[config.mk]
export PLATFORM = sky130hd
export DESIGN_NAME = store_coalescer
export DESIGN_NICKNAME = d
export VERILOG_FILES = /design/src/rtl/store_coalescer.sv
export SDC_FILE = /design/constraint.sdc
export NUM_CORES = 1
export LEC_CHECK = 0
export ABC_AREA = 1
export BUFFER_PORTS_ARGS = -buffer_cell sky130_fd_sc_hd__buf_2
export CORE_ASPECT_RATIO = 0.9
export CORE_MARGIN = 2
export CORE_UTILIZATION = 40
export CTS_BUF_LIST = sky130_fd_sc_hd__clkbuf_4 sky130_fd_sc_hd__clkbuf_8 sky130_fd_sc_hd__clkbuf_16
export CTS_CLUSTER_SIZE = 25
export DETAILED_ROUTE_END_ITERATION = 8
export HOLD_SLACK_MARGIN = 0.02
export PLACE_DENSITY_LB_ADDON = 0.25
export SKIP_CTS_REPAIR_TIMING = 1
export SYNTH_ARGS = -nofsm -noshare
export SYNTH_HDL_FRONTEND = slang
export SYNTH_SLANG_ARGS = --single-unit
[constraint.sdc]
create_clock -name clk_i -period 1.6 [get_ports clk_i]
set_input_delay 0.16 -clock clk_i [delete_from_list [all_inputs] [get_ports clk_i]]
set_output_delay 0.16 -clock clk_i [all_outputs]
set_load 0.005 [all_outputs]
[src/rtl/store_coalescer.sv]
// -----------------------------------------------------------------------------
// store_coalescer
//
// Purpose:
//   Sits between the store buffer commit queue and the D$ store port. Holds one
//   committed store and merges later committed stores to the same XLEN-aligned
//   word into it. The merged write goes to the D$ when a store to a different
//   word arrives, a drain is requested, or the held entry sits idle for TIMEOUT
//   cycles. This cuts D$ store-port occupancy for byte/halfword sequences.
//
// Configuration macro:
//   STORE_COALESCE_EN  defined   : merging, idle timer and HOLD state enabled.
//                      undefined : one-entry registered pass-through, no merging.
//
// Ports:
//   clk_i                  clock
//   rst_ni                 synchronous active-low reset
//   drain_i                force issue of the held entry
//   empty_o                no entry held, no D$ request outstanding
//   page_offset_i          load page offset to compare against the held entry
//   page_offset_matches_o  held entry's address [11:OFF] equals page_offset_i
//   stb_req_i/stb_gnt_o    committed-store handshake from the store buffer
//   stb_paddr_i            store physical address
//   stb_data_i             lane-aligned store data
//   stb_be_i               store byte enables
//   stb_size_i             store size
//   dc_req_o/dc_gnt_i      D$ write handshake
//   dc_paddr_o             word-aligned write address
//   dc_data_o              merged write data
//   dc_be_o                merged byte enables
//   dc_size_o              original size if unmerged, OFF if merged
// -----------------------------------------------------------------------------
module store_coalescer #(
   parameter int unsigned TIMEOUT = 8,
   parameter int unsigned PLEN    = 34,
   parameter int unsigned XLEN    = 32
) (
   input  logic                clk_i,
   input  logic                rst_ni,
   input  logic                drain_i,
   output logic                empty_o,
   input  logic [11:0]         page_offset_i,
   output logic                page_offset_matches_o,
   input  logic                stb_req_i,
   output logic                stb_gnt_o,
   input  logic [PLEN-1:0]     stb_paddr_i,
   input  logic [XLEN-1:0]     stb_data_i,
   input  logic [XLEN/8-1:0]   stb_be_i,
   input  logic [1:0]          stb_size_i,
   output logic                dc_req_o,
   input  logic                dc_gnt_i,
   output logic [PLEN-1:0]     dc_paddr_o,
   output logic [XLEN-1:0]     dc_data_o,
   output logic [XLEN/8-1:0]   dc_be_o,
   output logic [1:0]          dc_size_o
);

   localparam int unsigned NB  = XLEN / 8;
   localparam int unsigned OFF = $clog2(NB);

   // Masks select the word-index bits; masking keeps every input bit in use.
   localparam logic [PLEN-1:0] ADDR_ALIGN = {PLEN{1'b1}} << OFF;
   localparam logic [11:0]     PAGE_MASK  = 12'hFFF << OFF;

   typedef enum logic [1:0] {
      S_EMPTY = 2'd0,
      S_HOLD  = 2'd1,
      S_ISSUE = 2'd2
   } state_e;

   state_e            state_q;
   logic [PLEN-1:0]   addr_q;
   logic [XLEN-1:0]   data_q;
   logic [NB-1:0]     be_q;
   logic [1:0]        size_q;

   // Byte-lane merge: lanes enabled in be take the new byte, others keep old.
   function automatic logic [XLEN-1:0] merge_lanes(
      input logic [XLEN-1:0] old_data,
      input logic [XLEN-1:0] new_data,
      input logic [NB-1:0]   be
   );
      logic [XLEN-1:0] res;
      res = old_data;
      for (int i = 0; i < NB; i++) begin
         if (be[i]) res[8*i +: 8] = new_data[8*i +: 8];
      end
      return res;
   endfunction

`ifdef STORE_COALESCE_EN
   localparam logic [7:0] TIMER_LAST = 8'(TIMEOUT - 1);

   logic       merged_q;
   logic [7:0] timer_q;
   logic       match;

   assign match = ((stb_paddr_i ^ addr_q) & ADDR_ALIGN) == '0;
`else
   logic unused_drain;
   assign unused_drain = drain_i;
`endif

   always_ff @(posedge clk_i) begin
      if (!rst_ni) begin
         state_q  <= S_EMPTY;
         addr_q   <= '0;
         data_q   <= '0;
         be_q     <= '0;
         size_q   <= '0;
`ifdef STORE_COALESCE_EN
         merged_q <= 1'b0;
         timer_q  <= '0;
`endif
      end else begin
         case (state_q)
            S_EMPTY: begin
               if (stb_req_i) begin
                  addr_q   <= stb_paddr_i & ADDR_ALIGN;
                  data_q   <= stb_data_i;
                  be_q     <= stb_be_i;
                  size_q   <= stb_size_i;
`ifdef STORE_COALESCE_EN
                  merged_q <= 1'b0;
                  timer_q  <= '0;
                  state_q  <= S_HOLD;
`else
                  state_q  <= S_ISSUE;
`endif
               end
            end
`ifdef STORE_COALESCE_EN
            S_HOLD: begin
               // Drain outranks a same-cycle merge so a fence sees a stable entry.
               if (drain_i) begin
                  state_q <= S_ISSUE;
               end else if (stb_req_i && match) begin
                  data_q   <= merge_lanes(data_q, stb_data_i, stb_be_i);
                  be_q     <= be_q | stb_be_i;
                  merged_q <= 1'b1;
                  timer_q  <= '0;
               end else if (stb_req_i) begin
                  state_q <= S_ISSUE;
               end else if (timer_q == TIMER_LAST) begin
                  state_q <= S_ISSUE;
               end else begin
                  timer_q <= timer_q + 8'd1;
               end
            end
`endif
            S_ISSUE: begin
               // Entry is frozen until granted; a store arriving in the grant
               // cycle starts a fresh entry and never merges with the old one.
               if (dc_gnt_i) begin
                  if (stb_req_i) begin
                     addr_q   <= stb_paddr_i & ADDR_ALIGN;
                     data_q   <= stb_data_i;
                     be_q     <= stb_be_i;
                     size_q   <= stb_size_i;
`ifdef STORE_COALESCE_EN
                     merged_q <= 1'b0;
                     timer_q  <= '0;
                     state_q  <= S_HOLD;
`else
                     state_q  <= S_ISSUE;
`endif
                  end else begin
                     state_q <= S_EMPTY;
                  end
               end
            end
            default: state_q <= S_EMPTY;
         endcase
      end
   end

   always_comb begin
      stb_gnt_o = 1'b0;
      case (state_q)
         S_EMPTY: stb_gnt_o = 1'b1;
`ifdef STORE_COALESCE_EN
         S_HOLD:  stb_gnt_o = stb_req_i && match && !drain_i;
`endif
         S_ISSUE: stb_gnt_o = dc_gnt_i;
         default: stb_gnt_o = 1'b0;
      endcase
      if (!rst_ni) stb_gnt_o = 1'b0;
   end

   assign dc_req_o   = rst_ni && (state_q == S_ISSUE);
   assign empty_o    = !rst_ni || (state_q == S_EMPTY);
   assign dc_paddr_o = addr_q;
   assign dc_data_o  = data_q;
   assign dc_be_o    = be_q;

`ifdef STORE_COALESCE_EN
   assign dc_size_o  = merged_q ? 2'(OFF) : size_q;
`else
   assign dc_size_o  = size_q;
`endif

   assign page_offset_matches_o = rst_ni && (state_q != S_EMPTY) &&
                                  (((addr_q[11:0] ^ page_offset_i) & PAGE_MASK) == '0);

endmodule

==> results_dict.tcl, run 1 <==
set metrics [dict create \
    status "completed" \
    synth_compound_area_share_pct 14.6 \
    slowest_delay_ns 0.35 \
    synthFlopType "dfxtp_1" \
    synth_xor_area_share_pct 0.980 \
    power_switching_w 0.00105 \
    synth-edff-count 0 \
    required_ns 1.44 \
    cts_made_buffers 9 \
    tns_ns 0 \
    placed_cell_area_mm2 0.00347 \
    synthMuxAreaShare_pct 0 \
    synth_top_area_share_pct 53.0 \
    clock_skew_ns 0.00911 \
    grt_pass1_vias 2504 \
    power_density_mw_per_mm2 1160 \
    critPathCaptureType "output pin" \
    initial_core_util_pct 41.1 \
    final_util_pct 57.2 \
    htree_levels 3 \
    grt_antenna_before_repair 0 \
    grt_start_max_net_pins 65 \
    antennaDiodeCount 0 \
    place_ws_ns 0.235 \
    fin_nets 597 \
    die_w_um 90.3 \
    grt_util_all_layers_pct 18.7 \
    remaining_drc_errors 0 \
    crit_chain "nand2_1 -> nor2_1 -> nand2_1 -> nor2_1 -> nand2_1 -> nor2_1 -> buf_2" \
    ys_ff_latch 71 \
    slew_headroom_pct 57.5 \
    cts.sinks 71 \
    fin_crit_sh_pct 92.1 \
    slew_violations 0 \
    peakVddDrop_mv 0.703 \
    synth_top_family_by_area "simple AND/OR/NAND/NOR gates" \
    cp_max_fo 3 \
    cp-start-kind "flop" \
    finalWorstSetupSlack_ns 0.127 \
    first_pass_iters 4 \
    min_period_ns 1.47 \
    root_buffer "clkbuf_8" \
    vias 2726 \
    maxCapViolCount 0 \
    synth_cells 359 \
    fin_hold_ws_ns 0.0517 \
    seq_power_share_pct 45.9 \
    synthAdderAreaFrac_pct 0 \
    hold_start "stb_data_i[0]" \
    worstSetupPathType "reg -> out" \
    synthTopCellsByArea "dfxtp_1, nor2_1, o21ai_0" \
    core_area_mm2 0.00652 \
    clk_pin_slew_ns 0.07 \
    cts_buffer_depth 2 \
    regToRegStartpoint "state_q[1]$_SDFFE_PN0P_" \
    wl_per_cell_um 11.1 \
    hp-class "in -> reg" \
    hold_viol 0 \
    seq_area_frac_synth_pct 53.0 \
    grt_pass1_wl_um 10900 \
    async_flop_share_pct 0 \
    globalplace.congestion 0.758 \
    r2r-end "dc_data_o[11]$_SDFFE_PN0P_" \
    area_delta_synth_final_pct 38.9 \
    r2r_setup_slack_ns 0.26 \
    wl_um 6670 \
    ff2ff_path_depth 5 \
    tritoncts "built" \
    critPathArrivalTime_ns 1.31 \
    min_path_cells 3 \
    ioPinCount 165 \
    crit_slowest_cell "dfxtp_2" \
    final_area_mm2 0.00372 \
    synth_area_mm2 0.00268 \
    gr-total-overflow 0 \
    tightest_slew_ns 0.638 \
    avgSynthCellArea_um2 7.47 \
    dp_hpwl_um 4750 \
    final_layout_size_suffix_gt1_share_pct 36.1 \
    yosys.area_share.simple_pct 22.9 \
    pwr-share-clk_pct 40.4 \
    fmax_mhz 679 \
    clkLatencyLatePin_ns 0.34 \
    combPwrFrac_pct 13.7 \
    dieArea_mm2 0.00737 \
    synth.distinct_cells 18 \
    ant_nets 0 \
    num_rows 28 \
    rsz0062_at_grt "no" \
    io_buffers 157 \
    yosysTopAreaCell "dfxtp_1" \
    via_per_inst 4.52 \
    synth_warnings 0 \
    switching_share_pct 24.3 \
    die_h_um 81.7 \
    drtIter0Drc 96 \
    p_leak_nw 1.96 \
    setup_viol 0 \
    intPower_w 0.00326 \
    holdPathEnd "dc_data_o[0]$_SDFFE_PN0P_" \
]
state kept, by name, summed over array words and instances, names as in the netlist:
name,count
dc_size_o,2
dc_data_o,32
dc_paddr_o,32
dc_be_o,4
state_q,1
cell usage in the layout (no fill, tap or decap), drive strengths merged:
cell | Yosys | final
nand2 | 25 | 25
clkinvlp | 0 | 1
bufinv | 0 | 3
inv | 22 | 22
nor2 | 133 | 133
a21oi | 8 | 8
nand3 | 2 | 2
clkbuf | 6 | 11
o21ai | 70 | 70
dfxtp | 71 | 71
clkinv | 0 | 1
conb | 1 | 2
xnor2 | 3 | 3
buf | 18 | 161
synth_stat cells, types with 2 or more instances:
master and count:
a21oi_1 8, buf_2 11, buf_4 2, buf_6 4, clkbuf_1 6, dfxtp_1 71, inv_1 21, nand2_1 23
nand3_1 2, nor2_1 133, o21ai_0 47, o21ai_1 23, xnor2_1 3
worst max-delay path, delay by kind of cell, from the launching register on:
| kind | cells | cell delay, ns |
|---|---|---|
| flops | 1 | 0.35 |
| simple gates | 6 | 0.52 |
| buf+inv | 1 | 0.11 |
power groups by stage:
stage               combinational [W]  sequential [W]  clock, W
finish                       0.000593         0.00198   0.00174
floorplan                    0.000306         0.00203         0
detailed placement           0.000599         0.00202         0
CTS                          0.000601         0.00198   0.00179
global route                 0.000681         0.00200   0.00186
global placement             0.000590         0.00201         0
layout make-up:
class,count,area [um^2]
clock buffers,11,139
repair buffers,161,816
well taps,90,113
fillers,660,2790
inverters,22,85.1
multi-input cells,243,1040
flip-flops and latches,71,1430
clock inverters,5,106
stage by stage:
step / power (W) / std cells
after CTS: 0.00437 / 603
final: 0.00431 / 603
after floorplan: 0.00234 / 360
after detailed placement: 0.00262 / 587
after global placement: 0.00260 / 587
after global routing: 0.00454 / 603
cell families (layout without fill, tap and decap cells):
group / Yosys count / after routing
buffers and inverters: 46 / 199
xor gates and xnor gates: 3 / 3
DFF: 71 / 71
AOI/OAI and AO/OA: 78 / 78
other: 1 / 2
and+or+nand+nor: 160 / 160
routing by layer:
metal / global-route usage [%] / wire length (um) / up-vias
li1: - / - / 1416
met1: 19.9 / 2780 / 1195
met2: 32.3 / 3120 / 103
met3: 8.99 / 646 / 12
met4: 7.85 / 127 / 0
met5: 0 / 0 / -
how the worst max path moves through the flow:
stage,start,to,cells after the start
2_1_floorplan,state_q[1]$_SDFFE_PN0P_,page_offset_matches_o,6
3_3_place_gp,state_q[1]$_SDFFE_PN0P_,dc_data_o[8]$_SDFFE_PN0P_,5
3_5_place_dp,state_q[1]$_SDFFE_PN0P_,dc_paddr_o[16]$_SDFFE_PN0P_,5
4_1_cts,state_q[1]$_SDFFE_PN0P_,page_offset_matches_o,7
5_1_grt,dc_paddr_o[9]$_SDFFE_PN0P_,page_offset_matches_o,9
6_report,state_q[1]$_SDFFE_PN0P_,page_offset_matches_o,7
(Power assumes the default switching activity.)
==> inputs of run 2 (changes only) <==
- ABC_CLOCK_PERIOD_IN_PS: not set -> 1400
- clock period: 1.6 -> 1.4 ns (I/O delays scaled with it)
==> results_dict.tcl, run 2 (synthesized netlist as in run 1, its figures left out) <==
set metrics [dict create \
    fin_crit_sh_pct 101 \
    cts_made_buffers 9 \
    ant_nets 0 \
    min_period_ns 1.42 \
    dieArea_mm2 0.00737 \
    grt_start_max_net_pins 65 \
    cts.sinks 71 \
    hold_viol 0 \
    wl_per_cell_um 11.3 \
    grt_util_all_layers_pct 18.2 \
    initial_core_util_pct 41.1 \
    vias 2684 \
    tritoncts "built" \
    root_buffer "clkbuf_8" \
    crit_chain "inv_1 -> nand2_1 -> nand2_1 -> inv_1 -> nand2_1 -> nor2_1 -> nand2_1 -> nor2_2 -> buf_2" \
    area_delta_synth_final_pct 38.6 \
    p_total_w 0.00460 \
    required_ns 1.26 \
    gr-total-overflow 0 \
    regToRegStartpoint "state_q[1]$_SDFFE_PN0P_" \
    crit_slowest_cell "dfxtp_1" \
    rsz0062_at_grt "yes" \
    tightest_slew_ns 0.634 \
    maxCapViolCount 0 \
    cp-start-kind "flop" \
    critPathArrivalTime_ns 1.28 \
    grt_pass1_vias 2364 \
    clkLatencyLatePin_ns 0.34 \
    p_leak_nw 1.96 \
    clk_pin_slew_ns 0.07 \
    setup_viol 1 \
    finalWorstSetupSlack_ns -0.0188 \
    hold_start "stb_paddr_i[23]" \
    status "finished, violations left" \
    cts_buffer_depth 2 \
    violations "negative setup slack" \
    wl_um 6820 \
    slowest_delay_ns 0.35 \
    critPathLaunch "dc_paddr_o[11]$_SDFFE_PN0P_" \
    power_density_mw_per_mm2 1240 \
    die_h_um 81.7 \
    io_buffers 157 \
    crit_family "simple AND/OR/NAND/NOR gates" \
    critPathCaptureType "output pin" \
    layout_common_cells "buf_2, nor2_1, dfxtp_1" \
    num_rows 28 \
    htree_levels 3 \
    remaining_drc_errors 0 \
    die_w_um 90.3 \
    worstSetupPathType "reg -> out" \
    grt_pass1_wl_um 10600 \
    grt_antenna_before_repair 1 \
    clock_skew_ns 0.00665 \
    fmax_mhz 705 \
    slew_headroom_pct 57.7 \
    via_per_inst 4.44 \
    fin_nets 599 \
    globalplace.congestion 0.752 \
    final_layout_size_suffix_gt1_share_pct 37.2 \
    drtIter0Drc 83 \
    first_pass_iters 4 \
    crit_buf_inv 3 \
    dp_hpwl_um 4770 \
    final_util_pct 57.0 \
    cp_max_fo 3 \
    core_area_mm2 0.00652 \
    peakVddDrop_mv 0.914 \
    cp_common_cell "nand2_1" \
    slew_violations 0 \
    hp-class "in -> reg" \
    ioPinCount 165 \
    final_common_cell "buf_2" \
]
-- run 2: cell count changes in the layout (fill, tap and decap cells not counted), moves of 2 or more --
cell,previous run,this run
clkbuf_8,9,11
inv_2,0,2
inv_1,21,19
nand2_2,1,3
bufinv_16,3,1
nand2_1,23,21
-- run 2: path summary, 6_finish.rpt --
path                                                     to  slack [ns]  cells after the start
worst min-delay path            dc_paddr_o[23]$_SDFFE_PN0P_        0.04                      3
worst max-delay path                  page_offset_matches_o       -0.02                      9
worst min register to register    dc_data_o[4]$_SDFFE_PN0P_        0.48                      2
worst max register to register  dc_paddr_o[30]$_SDFFE_PN0P_        0.14                      5
-- run 2: worst reg2reg max path, stage by stage, from the launching register on --
cell and delay, ns:
dfxtp_2 0.33, nand2_2 0.09, nand2_4 0.08, inv_4 0.46, nor2_1 0.13, nor2_1 0.12
-- run 2: power breakdown --
part	internal, W	switching [W]	total (W)	leakage [nW]
Combinational	0.000329	0.000361	0.000691	1.26
Clock	0.000927	0.000712	0.00164	0.102
Sequential	0.00218	0.0000816	0.00227	0.591
-- run 2: per-layer routing --
layer	up-vias	wire, um	track usage (%)
li1	1416	-	-
met1	1145	2910	19.7
met2	110	3030	30.2
met3	13	708	9.17
met4	0	175	8.46
met5	-	0	0
-- run 2: area by class of cell --
cell class	count	area (um^2)
Tap cell	90	113
Sequential cell	71	1430
Fill cell	660	2800
Clock inverter	3	42.5
Multi-Input combinational cell	243	1040
Timing Repair Buffer	163	843
Antenna cell	1	2.50
Clock buffer	12	159
Inverter	22	85.1
-- run 2: metrics by stage --
| step | setup WS [ns] | hold WS [ns] | instances | setup TNS, ns | cell area, um^2 |
|---|---|---|---|---|---|
| finish | -0.0188 | 0.0354 | 605 | -0.0188 | 3720 |
| global route | -0.174 | 0.0223 | 605 | -0.174 | 3720 |
| CTS | -0.116 | 0.0225 | 603 | -0.116 | 3690 |
| detailed placement | 0.134 | 0.384 | 588 | 0 | 3490 |
| global placement | 0.174 | 0.374 | 588 | 0 | 3490 |
| floorplan | 0.423 | 0.286 | 360 | 0 | 2690 |
